<file path="src/rtl/cam_pkg.sv">
// Shared types and constants for the RGB byte-to-word assembler.
// Holds the assembly state encoding, the byte lane indices and the default pad byte.
// The pack_word helper places the R, G and B bytes into their lanes below the pad byte.
package cam_pkg;

    typedef enum logic [1:0] {
        EXP_R = 2'd0,
        EXP_G = 2'd1,
        EXP_B = 2'd2
    } state_t;

    // Byte lane of each colour inside the 24-bit pixel part of the word
    localparam int IDX_R = 2;
    localparam int IDX_G = 1;
    localparam int IDX_B = 0;

    localparam logic [7:0] DEF_PAD_BYTE = 8'h00;

    function automatic logic [31:0] pack_word(input logic [7:0] pad,
                                              input logic [7:0] r,
                                              input logic [7:0] g,
                                              input logic [7:0] b);
        logic [31:0] w;
        w                  = '0;
        w[31:24]           = pad;
        w[IDX_R*8 +: 8]    = r;
        w[IDX_G*8 +: 8]    = g;
        w[IDX_B*8 +: 8]    = b;
        return w;
    endfunction

endpackage

</file>
<file path="src/rtl/cam_word_fifo.sv">
// Word buffer: DEPTH-entry FIFO with a combinational head output (zero when empty).
// Latency: a pushed word is visible at the head the cycle after the push.
// Backpressure: a push on full is accepted only if a pop happens in the same cycle; clear wins over both.
module cam_word_fifo #(
    parameter int W     = 32,
    parameter int DEPTH = 2
) (
    input  logic         clk,
    input  logic         rst_n,
    input  logic         clear_i,
    input  logic         push_i,
    input  logic [W-1:0] push_dat_i,
    input  logic         pop_i,
    output logic [W-1:0] rd_dat_o,
    output logic         full_o,
    output logic         empty_o
);

    localparam int AW = (DEPTH > 1) ? $clog2(DEPTH) : 1;
    localparam logic [AW:0] FULL_CNT = (AW+1)'(DEPTH);

    logic [W-1:0]  mem_q [DEPTH];
    logic [AW-1:0] wptr_q;
    logic [AW-1:0] rptr_q;
    logic [AW:0]   cnt_q;
    logic          do_push;
    logic          do_pop;

    assign full_o   = (cnt_q == FULL_CNT);
    assign empty_o  = (cnt_q == '0);
    assign do_pop   = pop_i & ~empty_o & ~clear_i;
    // On full, the slot being popped this cycle is the one the push reuses
    assign do_push  = push_i & (~full_o | do_pop) & ~clear_i;
    assign rd_dat_o = empty_o ? '0 : mem_q[rptr_q];

    // Storage array: written on accepted pushes only, no reset needed
    always_ff @(posedge clk) begin
        if (do_push) begin
            mem_q[wptr_q] <= push_dat_i;
        end
    end

    // Pointers and occupancy; pointers wrap naturally since DEPTH is a power of two
    always_ff @(posedge clk or negedge rst_n) begin
        if (!rst_n) begin
            wptr_q <= '0;
            rptr_q <= '0;
            cnt_q  <= '0;
        end else if (clear_i) begin
            wptr_q <= '0;
            rptr_q <= '0;
            cnt_q  <= '0;
        end else begin
            if (do_push) wptr_q <= wptr_q + 1'b1;
            if (do_pop)  rptr_q <= rptr_q + 1'b1;
            case ({do_push, do_pop})
                2'b10:   cnt_q <= cnt_q + 1'b1;
                2'b01:   cnt_q <= cnt_q - 1'b1;
                default: cnt_q <= cnt_q;
            endcase
        end
    end

endmodule

</file>
<file path="src/rtl/cam_bytes_to_word.sv">
// Assembles R,G,B byte stream into {PAD_BYTE,R,G,B} words; optional framing check via CAM_B2W_ALIGN_CHECK_EN.
// Latency: word appears on out_word one cycle after its B byte; one word per 3 valid bytes sustained.
// Backpressure: none on input; a word arriving on a full buffer without a same-cycle pop is dropped and flags overflow.
module cam_bytes_to_word
    import cam_pkg::*;
#(
    parameter logic [7:0] PAD_BYTE  = DEF_PAD_BYTE,
    parameter int         BUF_DEPTH = 2
) (
    input  logic        clk,
    input  logic        rst_n,
    input  logic [7:0]  in_byte,
    input  logic        in_byte_valid,
    input  logic        in_word_last,
    input  logic        clear,
    output logic [31:0] out_word,
    output logic        out_word_valid,
    input  logic        out_word_ready,
    output logic        overflow,
    output logic        align_err,
    output logic [7:0]  err_count
);

    state_t      state_q;
    logic [7:0]  r_q;
    logic [7:0]  g_q;
    logic        overflow_q;
    logic        frame_err;
    logic        push_req;
    logic        pop;
    logic        fifo_full;
    logic        fifo_empty;
    logic [31:0] fifo_head;

`ifdef CAM_B2W_ALIGN_CHECK_EN
    logic        align_err_q;
    logic [7:0]  err_cnt_q;

    // Marker must be set exactly on the B byte
    assign frame_err = in_byte_valid &
                       ((state_q == EXP_B) ? ~in_word_last : in_word_last);

    // Registered error pulse and saturating error count
    always_ff @(posedge clk or negedge rst_n) begin
        if (!rst_n) begin
            align_err_q <= 1'b0;
            err_cnt_q   <= 8'h00;
        end else if (clear) begin
            align_err_q <= 1'b0;
            err_cnt_q   <= 8'h00;
        end else begin
            align_err_q <= frame_err;
            if (frame_err && (err_cnt_q != 8'hFF)) begin
                err_cnt_q <= err_cnt_q + 8'd1;
            end
        end
    end

    assign align_err = align_err_q;
    assign err_count = err_cnt_q;
`else
    logic unused_last;

    assign unused_last = in_word_last;
    assign frame_err   = 1'b0;
    assign align_err   = 1'b0;
    assign err_count   = 8'h00;
`endif

    assign push_req = in_byte_valid & (state_q == EXP_B) & ~frame_err & ~clear;
    assign pop      = out_word_valid & out_word_ready;

    // Assembly FSM: latch R and G, return to EXP_R after B or on a framing error
    always_ff @(posedge clk or negedge rst_n) begin
        if (!rst_n) begin
            state_q <= EXP_R;
            r_q     <= 8'h00;
            g_q     <= 8'h00;
        end else if (clear) begin
            state_q <= EXP_R;
        end else if (in_byte_valid) begin
            case (state_q)
                EXP_R: begin
                    if (!frame_err) begin
                        r_q     <= in_byte;
                        state_q <= EXP_G;
                    end
                end
                EXP_G: begin
                    if (frame_err) begin
                        state_q <= EXP_R;
                    end else begin
                        g_q     <= in_byte;
                        state_q <= EXP_B;
                    end
                end
                default: state_q <= EXP_R;
            endcase
        end
    end

    // Sticky overflow: a word was lost because the buffer stayed full
    always_ff @(posedge clk or negedge rst_n) begin
        if (!rst_n) begin
            overflow_q <= 1'b0;
        end else if (clear) begin
            overflow_q <= 1'b0;
        end else if (push_req && fifo_full && !pop) begin
            overflow_q <= 1'b1;
        end
    end

    cam_word_fifo #(
        .W     (32),
        .DEPTH (BUF_DEPTH)
    ) u_fifo (
        .clk        (clk),
        .rst_n      (rst_n),
        .clear_i    (clear),
        .push_i     (push_req),
        .push_dat_i (pack_word(PAD_BYTE, r_q, g_q, in_byte)),
        .pop_i      (pop),
        .rd_dat_o   (fifo_head),
        .full_o     (fifo_full),
        .empty_o    (fifo_empty)
    );

    assign out_word       = fifo_head;
    assign out_word_valid = ~fifo_empty;
    assign overflow       = overflow_q;

endmodule

</file>
<file path="config.mk">
export PLATFORM = sky130hd
export DESIGN_NAME = cam_bytes_to_word
export DESIGN_NICKNAME = d
export VERILOG_FILES = /design/src/rtl/cam_pkg.sv /design/src/rtl/cam_word_fifo.sv /design/src/rtl/cam_bytes_to_word.sv
export SDC_FILE = /design/constraint.sdc
export NUM_CORES = 1
export LEC_CHECK = 0
export CORE_ASPECT_RATIO = 1.1
export CORE_MARGIN = 8
export CORE_UTILIZATION = 30
export DETAILED_ROUTE_END_ITERATION = 12
export GPL_TIMING_DRIVEN = 0
export PLACE_DENSITY = 0.49
export SYNTH_ARGS = -nofsm -noshare
export SYNTH_HDL_FRONTEND = slang
export SYNTH_SLANG_ARGS = --single-unit
export TNS_END_PERCENT = 10
</file>
<file path="constraint.sdc">
create_clock -name clk -period 4.3 [get_ports clk]
set_input_delay 0.645 -clock clk [delete_from_list [all_inputs] [get_ports clk]]
set_output_delay 0.645 -clock clk [all_outputs]
set_load 0.1 [all_outputs]
</file>
==> run_results.csv, run 1 <==
group,metric,value,unit
power,p_leak,1.34,nW
timing,rsz0062_at_grt,"no",
global_routing,grt_max_degree,25,
clock_tree,cts_setup_buffers,0,
setup_path,timing.rr.start,"state_q[0]",
worst_hold_path,hold_path_class,"flop to flop",
timing,hold_slack,0.468,ns
die,ios,57,
setup_path,startpoint,"u_fifo.cnt_q[0]",
setup_path,cp_max_fo,10,
clock_tree,cts_root_buffer,"clkbuf_8",
logic_synthesis,postSynthAreaPerCell,15.0,um^2
setup_path,cp_num_buf_inv,2,
worst_hold_path,min_from,"g_q[3]",
setup_path,path_class,"flop to primary output",
logic_synthesis,synthDistinctLibCells,26,
setup_path,cpMostUsedCell,"nor2_1",
clock_tree,clk_pin_slew,0.07,ns
timing,setup_ws,0.724,ns
clock_tree,clock_path_buffers,2,
timing,fmax,0.280,GHz
die,coreArea,9700,um^2
place,io_buffers,38,
logic_synthesis,synth_top_area_cell,"edfxtp_1",
finish,nNetsFinal,277,
timing,period_needed,3.58,ns
logic_synthesis,ys_seq_elements,71,
timing,fin_crit_sh,83.2,%
setup_path,path_cells,"nor2_1, clkbuf_1, nor2_1, clkdlybuf4s50_1",
logic_synthesis,synthCells,196,
setup_path,critPathCaptureType,"primary output",
setup_path,cpLargestDelayFamily,"buffers and inverters",
run_status,status,"finished clean",
global_routing,grt.total_usage,9.22,%
routing,vias,1657,
logic_synthesis,seq_area_frac_synth,68.8,%
routing,first_iter_violations,53,
power,ir_drop,0.000188,V
clock_tree,htreeDepth,3,
timing,finalClockSkew,0.00754,ns
global_routing,grt-ovfl-total,0,
clock_tree,cts_resized,0,
logic_synthesis,yosys_most_used_dff,"edfxtp_1",
routing,drc,0,
clock_tree,cts-hold-fix-buffers,0,
power,p_per_area,391,nW/um^2
timing,hold_viol,0,
finish,drive_gt1_share,19.8,%
power,power,1.45,mW
place,post-place-ws,1.02,ns
clock_tree,clock_insertion_delay_worst_skew,0.33,ns
die,dieArea,13200,um^2
die,die_w,110,um
die,row_count,38,
die,initial_utilization,30.2,%
setup_path,slowest_stage,"clkdlybuf4s50_1",
place,hpwlAfterDp,3890,um
die,fp.dieH,120,um
clock_tree,cts_tree,"built",
timing,drv_slew,0,
place,gp_congestion,0.701,
global_routing,grt_pass1_wl,8920,um
routing,final_antenna_net_count,0,
logic_synthesis,async_reset_ff_share,32.4,%
timing,worstMarginPinSlew,1.16,ns
logic_synthesis,netlist_area,2930,um^2
finish,areaGrowthSynthToFinish,26.6,%
clock_tree,cts_buffers,9,
logic_synthesis,yosysWarnings,0,
setup_path,crit_required,3.65,ns
routing,drt-total-wl,5810,um
logic_synthesis,yosysTopAreaCellShare,49.2,%
setup_path,cp.arrival,2.93,ns
logic_synthesis,synth.area.top_cells,"edfxtp_1, dfrtp_1, mux2i_1, mux2_2, buf_4",
finish,postLayoutCoreUtil,38.3,%
flow_run,drv_cap,0,
routing,first_pass_iters,4,
global_routing,grt_pass1_vias,1724,
routing,viasPerCell,4.27,
global_routing,antenna_found_initial,0,
setup_path,start_kind,"flop",
finish,antennaDiodeCount,0,
clock_tree,cts_num_sinks,71,
setup_path,slowest_delay,1.01,ns
routing,wl_per_cell,15.0,um
timing,setup_viol,0,
logic_synthesis,synth_edf_count,48,
timing,relSlewSlack,22.7,%
Yosys cell counts (2+ instances only):
cell type and number:
edfxtp_1 48, nor2_1 29, mux2i_1 25, dfrtp_1 23, buf_4 17, mux2_2 16, a21oi_1 4, buf_2 4
inv_1 4, o21ai_0 4, clkbuf_1 3, nor3b_1 3, nor4bb_1 2, or4_1 2
metal layers:
layer | track usage [%] | wire length (um) | up-vias
li1 | - | - | 807
met1 | 10.5 | 2440 | 792
met2 | 14.8 | 2780 | 49
met3 | 2.79 | 498 | 9
met4 | 5.25 | 91 | 0
met5 | 0 | 0 | -
final cells by class:
type | instances | area [um^2]
timing repair buffer | 40 | 403
fill | 948 | 5990
multi-input combinational | 113 | 806
clock buffer | 14 | 153
clock inverter | 2 | 8.76
inverter | 4 | 15.0
buffer | 24 | 159
tap | 120 | 150
sequential | 71 | 2020
per-stage QoR:
step	cell area, um^2	instances	TNS (ns)
detailed placement	3550	372	0
global route	3710	388	0
global placement	3520	370	-21.03
floorplan	2990	212	0
finish	3710	388	0
CTS	3710	388	0
power breakdown:
part           internal (mW)  switching, mW
combinational         0.0610          0.109
clock                  0.224          0.226
sequential             0.799         0.0314
total                   1.08          0.366
placed cells by master, fill, tap and decap left out, types with 7 or more instances in the layout:
| cell type | instances |
|---|---|
| clkbuf_8 | 10 |
| mux2i_1 | 25 |
| mux2_2 | 16 |
| edfxtp_1 | 48 |
| dfrtp_1 | 23 |
| nor2_1 | 29 |
| clkbuf_1 | 7 |
| clkdlybuf4s50_1 | 38 |
| buf_4 | 17 |
| conb_1 | 17 |
flip-flops by register name (all words and copies together) (netlist names):
name           count
state_q            2
u_fifo.mem_q      48
g_q                8
overflow           1
u_fifo.cnt_q       2
r_q                8
u_fifo.rptr_q      1
u_fifo.wptr_q      1
cells by family (layout without fill, tap and decap cells):
group,Yosys count,in the layout,share of synthesized area (%)
xor gates and xnor gates,1,1,0.299
buffers and inverters,28,84,5.93
other,1,17,0.128
DFF,71,71,68.8
muxes,41,41,14.7
and+or+nand+nor,45,45,8.45
AOI/OAI and AO/OA,9,9,1.71
path summary, 6_finish.rpt:
check / end / slack, ns / cells past startpoint
worst max-delay path: out_word[9] / 0.72 / 4
worst min register to register: u_fifo.mem_q[1][11] / 0.47 / 0
min in group asynchronous: r_q[2] / 0.93 / 1
max in group asynchronous: r_q[6] / 2.67 / 1
worst max register to register: u_fifo.mem_q[0][7] / 1.91 / 3
worst min-delay path: u_fifo.mem_q[1][11] / 0.47 / 0
(Power assumes the default switching activity.)
==> run 2, diff against run 1 <==
==> constraint.sdc (replaced) <==
create_clock -name clk -period 3.6 [get_ports clk]
set_input_delay 0.54 -clock clk [delete_from_list [all_inputs] [get_ports clk]]
set_output_delay 0.54 -clock clk [all_outputs]
set_load 0.1 [all_outputs]
==> run 2 against run 1 <==
Against the previous run: via count is 0.36% higher; sequential cell count unchanged; first-iteration DRC count is 7.5% lower; worst hold slack improved by 0.00058 ns.
==> run_results.csv, run 2 (synthesized netlist as in run 1, its figures left out) <==
group,metric,value,unit
run_status,status,"finished clean",
global_routing,antenna_found_initial,0,
global_routing,grt_pass1_wl,8920,um
place,io_buffers,38,
finish,final_common_cell,"edfxtp_1",
power,p_per_area,465,nW/um^2
timing,fin_crit_sh,95.5,%
power,power,1.73,mW
setup_path,reg2reg_to,"u_fifo.mem_q[0][7]",
timing,hold_viol,0,
setup_path,cp_num_buf_inv,2,
setup_path,start_kind,"flop",
timing,fin_setup_tns,0,ns
worst_hold_path,min_from,"g_q[3]",
finish,drive_gt1_share,19.8,%
timing,worstMarginPinSlew,1.15,ns
timing,period_needed,3.44,ns
setup_path,cp_max_fo,10,
routing,first_iter_violations,49,
power,p_leak,1.40,nW
clock_tree,cts_buffers,9,
worst_hold_path,hold_path_class,"flop to flop",
clock_tree,cts-hold-fix-buffers,0,
die,die_w,110,um
global_routing,grt.total_usage,9.22,%
clock_tree,clock_insertion_delay_worst_skew,0.33,ns
global_routing,grt_pass1_vias,1724,
finish,areaGrowthSynthToFinish,26.8,%
global_routing,grt-ovfl-total,0,
setup_path,reg2reg_setup_slack,1.20,ns
setup_path,cp.arrival,2.90,ns
clock_tree,htreeDepth,3,
place,hpwlAfterDp,3890,um
place,post-place-cells,372,
routing,viasPerCell,4.29,
setup_path,path_class,"flop to primary output",
setup_path,cpMostUsedCell,"nor2_1",
routing,drt-total-wl,5810,um
worst_hold_path,holdPathStages,0,
place,gp_congestion,0.701,
setup_path,reg2reg_depth,3,
clock_tree,cts_resized,0,
global_routing,grt_max_degree,25,
timing,finalClockSkew,0.00705,ns
setup_path,slowest_delay,1.00,ns
routing,final_antenna_net_count,0,
clock_tree,cts_setup_buffers,0,
finish,layout_common_cells,"edfxtp_1, clkdlybuf4s50_1, nor2_1",
routing,vias,1663,
setup_path,critPathCaptureType,"primary output",
routing,first_pass_iters,4,
power,ir_drop,0.000225,V
timing,drv_slew,0,
die,coreArea,9700,um^2
die,dieArea,13200,um^2
timing,relSlewSlack,22.9,%
finish,postLayoutCoreUtil,38.3,%
timing,rsz0062_at_grt,"no",
die,ios,57,
clock_tree,clock_path_buffers,2,
finish,fillers,947,
routing,drc,0,
timing,setup_viol,0,
finish,reg.largest.list,"u_fifo.mem_q: 48 flops, g_q: 8 flops, r_q: 8 flops",
flow_run,drv_cap,0,
finish,antennaDiodeCount,0,
timing,fmax,0.291,GHz
clock_tree,cts_root_buffer,"clkbuf_8",
clock_tree,clk_pin_slew,0.07,ns
finish,largest-register,"u_fifo.mem_q",
setup_path,path_cells,"nor2_1, clkbuf_1, nor2_1, clkdlybuf4s50_1",
finish,fin_cells,388,
finish,largest_reg_flops,48,
clock_tree,cts_num_sinks,71,
worst_hold_path,hold_end,"u_fifo.mem_q[1][11]",
routing,wl_per_cell,15.0,um
setup_path,slowest_stage,"clkdlybuf4s50_1",
finish,nNetsFinal,277,
clock_tree,cts_tree,"built",
die,row_count,38,
setup_path,timing.rr.start,"state_q[0]",
die,initial_utilization,30.2,%
die,fp.dieH,120,um
setup_path,cpLargestDelayFamily,"buffers and inverters",
setup_path,crit_required,3.06,ns
-- run 2: power breakdown --
group | leakage [nW] | internal (mW) | switching (mW)
Clock | 0.0821 | 0.267 | 0.270
Combinational | 0.596 | 0.0728 | 0.130
Sequential | 0.719 | 0.954 | 0.0373
Total | 1.40 | 1.29 | 0.437
-- run 2: worst register-to-register path, cell delays in order (launching register included) --
cell and delay [ns]:
dfrtp_1 0.45, nand4bb_1 0.35, or3_1 0.43, inv_1 0.78
-- run 2: metrics by stage --
step,setup WS (ns),hold WS [ns],cell area [um^2]
floorplan,0.507,0.244,2990
global placement,-1.47,0.445,3520
detailed placement,0.428,0.459,3550
CTS,0.0510,0.470,3710
global route,0.0123,0.489,3720
finish,0.164,0.468,3720
-- run 2: area by class of cell --
type                            count  area, um^2  share of cell area [%]
Sequential cell                    71        2020                    54.2
Multi-Input combinational cell    113         806                    21.7
Timing Repair Buffer               40         410                    11.0
Buffer                             24         159                    4.27
Clock buffer                       14         153                    4.10
Tap cell                          120         150                    4.04
Inverter                            4        15.0                   0.404
Clock inverter                      2        8.76                   0.236
-- run 2: metal layers --
layer	routed length (um)	track usage, %
met5	0	0
met4	112	5.25
met3	472	2.79
met2	2760	14.8
met1	2460	10.5
-- run 2: how the worst max path moves through the flow --
stage / cells past startpoint / to / slack [ns] / start
2_1_floorplan: 2 / u_fifo.mem_q[1][0] / 0.51 / clear
3_3_place_gp: 3 / u_fifo.mem_q[1][16] / -1.47 / clear
3_5_place_dp: 4 / out_word[7] / 0.43 / u_fifo.cnt_q[0]
4_1_cts: 4 / out_word[9] / 0.05 / u_fifo.cnt_q[0]
5_1_grt: 4 / out_word[11] / 0.01 / u_fifo.cnt_q[0]
6_report: 4 / out_word[11] / 0.16 / u_fifo.cnt_q[0]
==> run 3, diff against run 2 <==
--- a/config.mk
+++ b/config.mk
@@ -11,6 +11,7 @@
 export DETAILED_ROUTE_END_ITERATION = 12
 export GPL_TIMING_DRIVEN = 0
 export PLACE_DENSITY = 0.49
+export SETUP_SLACK_MARGIN = 0.15
 export SYNTH_ARGS = -nofsm -noshare
 export SYNTH_HDL_FRONTEND = slang
 export SYNTH_SLANG_ARGS = --single-unit
==> run 3 against run 2 <==
Against the previous run: highest routed layer unchanged; fmax about the same; via count about the same; largest power group unchanged; cell area down 0.20%; non-clock buffer count unchanged; clock power about the same; sequential cell count unchanged; sequential share of layout area up 0.11 points; total power about the same.
==> run_results.csv, run 3 (synthesized netlist as in run 1, its figures left out) <==
group,metric,value,unit
run_status,status,"finished clean",
clock_tree,cts_setup_buffers,0,
timing,fin_crit_sh,95.5,%
global_routing,grt.total_usage,9.23,%
clock_tree,cts_root_buffer,"clkbuf_8",
place,hpwlAfterDp,3890,um
finish,drive_gt1_share,19.8,%
routing,viasPerCell,4.28,
setup_path,start_kind,"flop",
timing,fmax,0.291,GHz
clock_tree,cts_num_sinks,71,
timing,period_needed,3.44,ns
finish,reg.largest.list,"u_fifo.mem_q: 48 flops, g_q: 8 flops, r_q: 8 flops",
routing,first_iter_violations,53,
finish,multi_input_area,806,um^2
timing,fin_setup_tns,0,ns
routing,vias,1662,
finish,areaGrowthSynthToFinish,26.6,%
die,ios,57,
die,row_count,38,
power,power,1.73,mW
finish,layout_common_cells,"edfxtp_1, clkdlybuf4s50_1, nor2_1",
timing,hold_slack,0.468,ns
setup_path,slowest_delay,1.00,ns
power,p_leak,1.37,nW
setup_path,path_cells,"nor2_1, clkbuf_1, nor2_1, clkdlybuf4s50_1",
global_routing,top_usage_layer,"met2",
setup_path,path_class,"flop to primary output",
global_routing,grt_max_degree,25,
place,gp_congestion,0.701,
global_routing,met1_usage,10.6,%
finish,nNetsFinal,277,
die,initial_utilization,30.2,%
routing,wl_per_cell,15.0,um
setup_path,cp_num_buf_inv,2,
global_routing,grt_pass1_vias,1724,
finish,seq_area,2020,um^2
global_routing,grt-ovfl-total,0,
worst_hold_path,hold_path_class,"flop to flop",
clock_tree,clock_insertion_delay_worst_skew,0.33,ns
setup_path,cpMostUsedCell,"nor2_1",
finish,antennaDiodeCount,0,
setup_path,crit_required,3.06,ns
finish,fillers,948,
finish,largest_reg_flops,48,
finish,postLayoutCoreUtil,38.3,%
clock_tree,clock_path_buffers,2,
power,ir_drop,0.000225,V
timing,finalClockSkew,0.00754,ns
routing,first_pass_iters,4,
finish,fin_area,3710,um^2
finish,final_common_cell,"edfxtp_1",
timing,drv_slew,0,
die,dieArea,13200,um^2
clock_tree,clk_pin_slew,0.07,ns
clock_tree,cts_tree,"built",
global_routing,antenna_found_initial,0,
timing,setup_viol,0,
global_routing,grt_pass1_wl,8940,um
clock_tree,cts_buffers,9,
setup_path,cp.arrival,2.90,ns
routing,final_antenna_net_count,0,
die,die_w,110,um
place,io_buffers,38,
flow_run,drv_cap,0,
routing,drt-total-wl,5800,um
finish,largest-register,"u_fifo.mem_q",
timing,relSlewSlack,22.9,%
timing,worstMarginPinSlew,1.15,ns
die,coreArea,9700,um^2
place,dpl_cell_area,3550,um^2
global_routing,met2_usage,14.8,%
setup_path,cpLargestDelayFamily,"buffers and inverters",
setup_path,critPathCaptureType,"primary output",
global_routing,use_met3,2.79,%
setup_path,slowest_stage,"clkdlybuf4s50_1",
routing,drc,0,
clock_tree,htreeDepth,3,
die,fp.dieH,120,um
power,p_per_area,467,nW/um^2
setup_path,cp_max_fo,10,
timing,rsz0062_at_grt,"yes",
timing,hold_viol,0,
run 3: final timing paths:
check	start	slack [ns]	endpoint	cells past startpoint
min reg2reg	g_q[3]	0.47	u_fifo.mem_q[1][11]	0
min in group asynchronous	rst_n	0.82	r_q[2]	1
max reg2reg	state_q[0]	1.20	u_fifo.mem_q[0][7]	3
min	g_q[3]	0.47	u_fifo.mem_q[1][11]	0
max	u_fifo.cnt_q[0]	0.16	out_word[11]	4
max in group asynchronous	rst_n	2.08	r_q[6]	1
run 3: routing by layer:
metal | wire, um | share of wire [%]
met4 | 113 | 1.9
met2 | 2760 | 47
met1 | 2450 | 42
met5 | 0 | 0
met3 | 481 | 8.3
run 3: repair_timing:
action | 4_1_cts | 5_1_grt
hold buffers | 0 | 0
setup endpoints to repair | 20 | 18
pin swaps | 0 | 0
gates resized for setup | 2 | 1
run 3: area by class of cell:
class                      count  area share [%]
clock buffer                  14            4.11
multi-input combinational    113            21.7
sequential                    71            54.3
tap                          120            4.05
clock inverter                 2           0.236
buffer                        24            4.28
timing repair buffer          40            10.9
inverter                       4           0.405
run 3: metrics by stage:
stage          setup slack [ns]  instances
2_1_floorplan             0.507        212
3_3_place_gp              -1.47        370
3_5_place_dp              0.428        372
4_1_cts                  0.0743        388
5_1_grt                  0.0123        388
6_report                  0.162        388
run 3: power by group:
group | switching (mW) | internal (mW)
Clock | 0.270 | 0.267
Sequential | 0.0374 | 0.954
Combinational | 0.130 | 0.0727
Total | 0.437 | 1.29
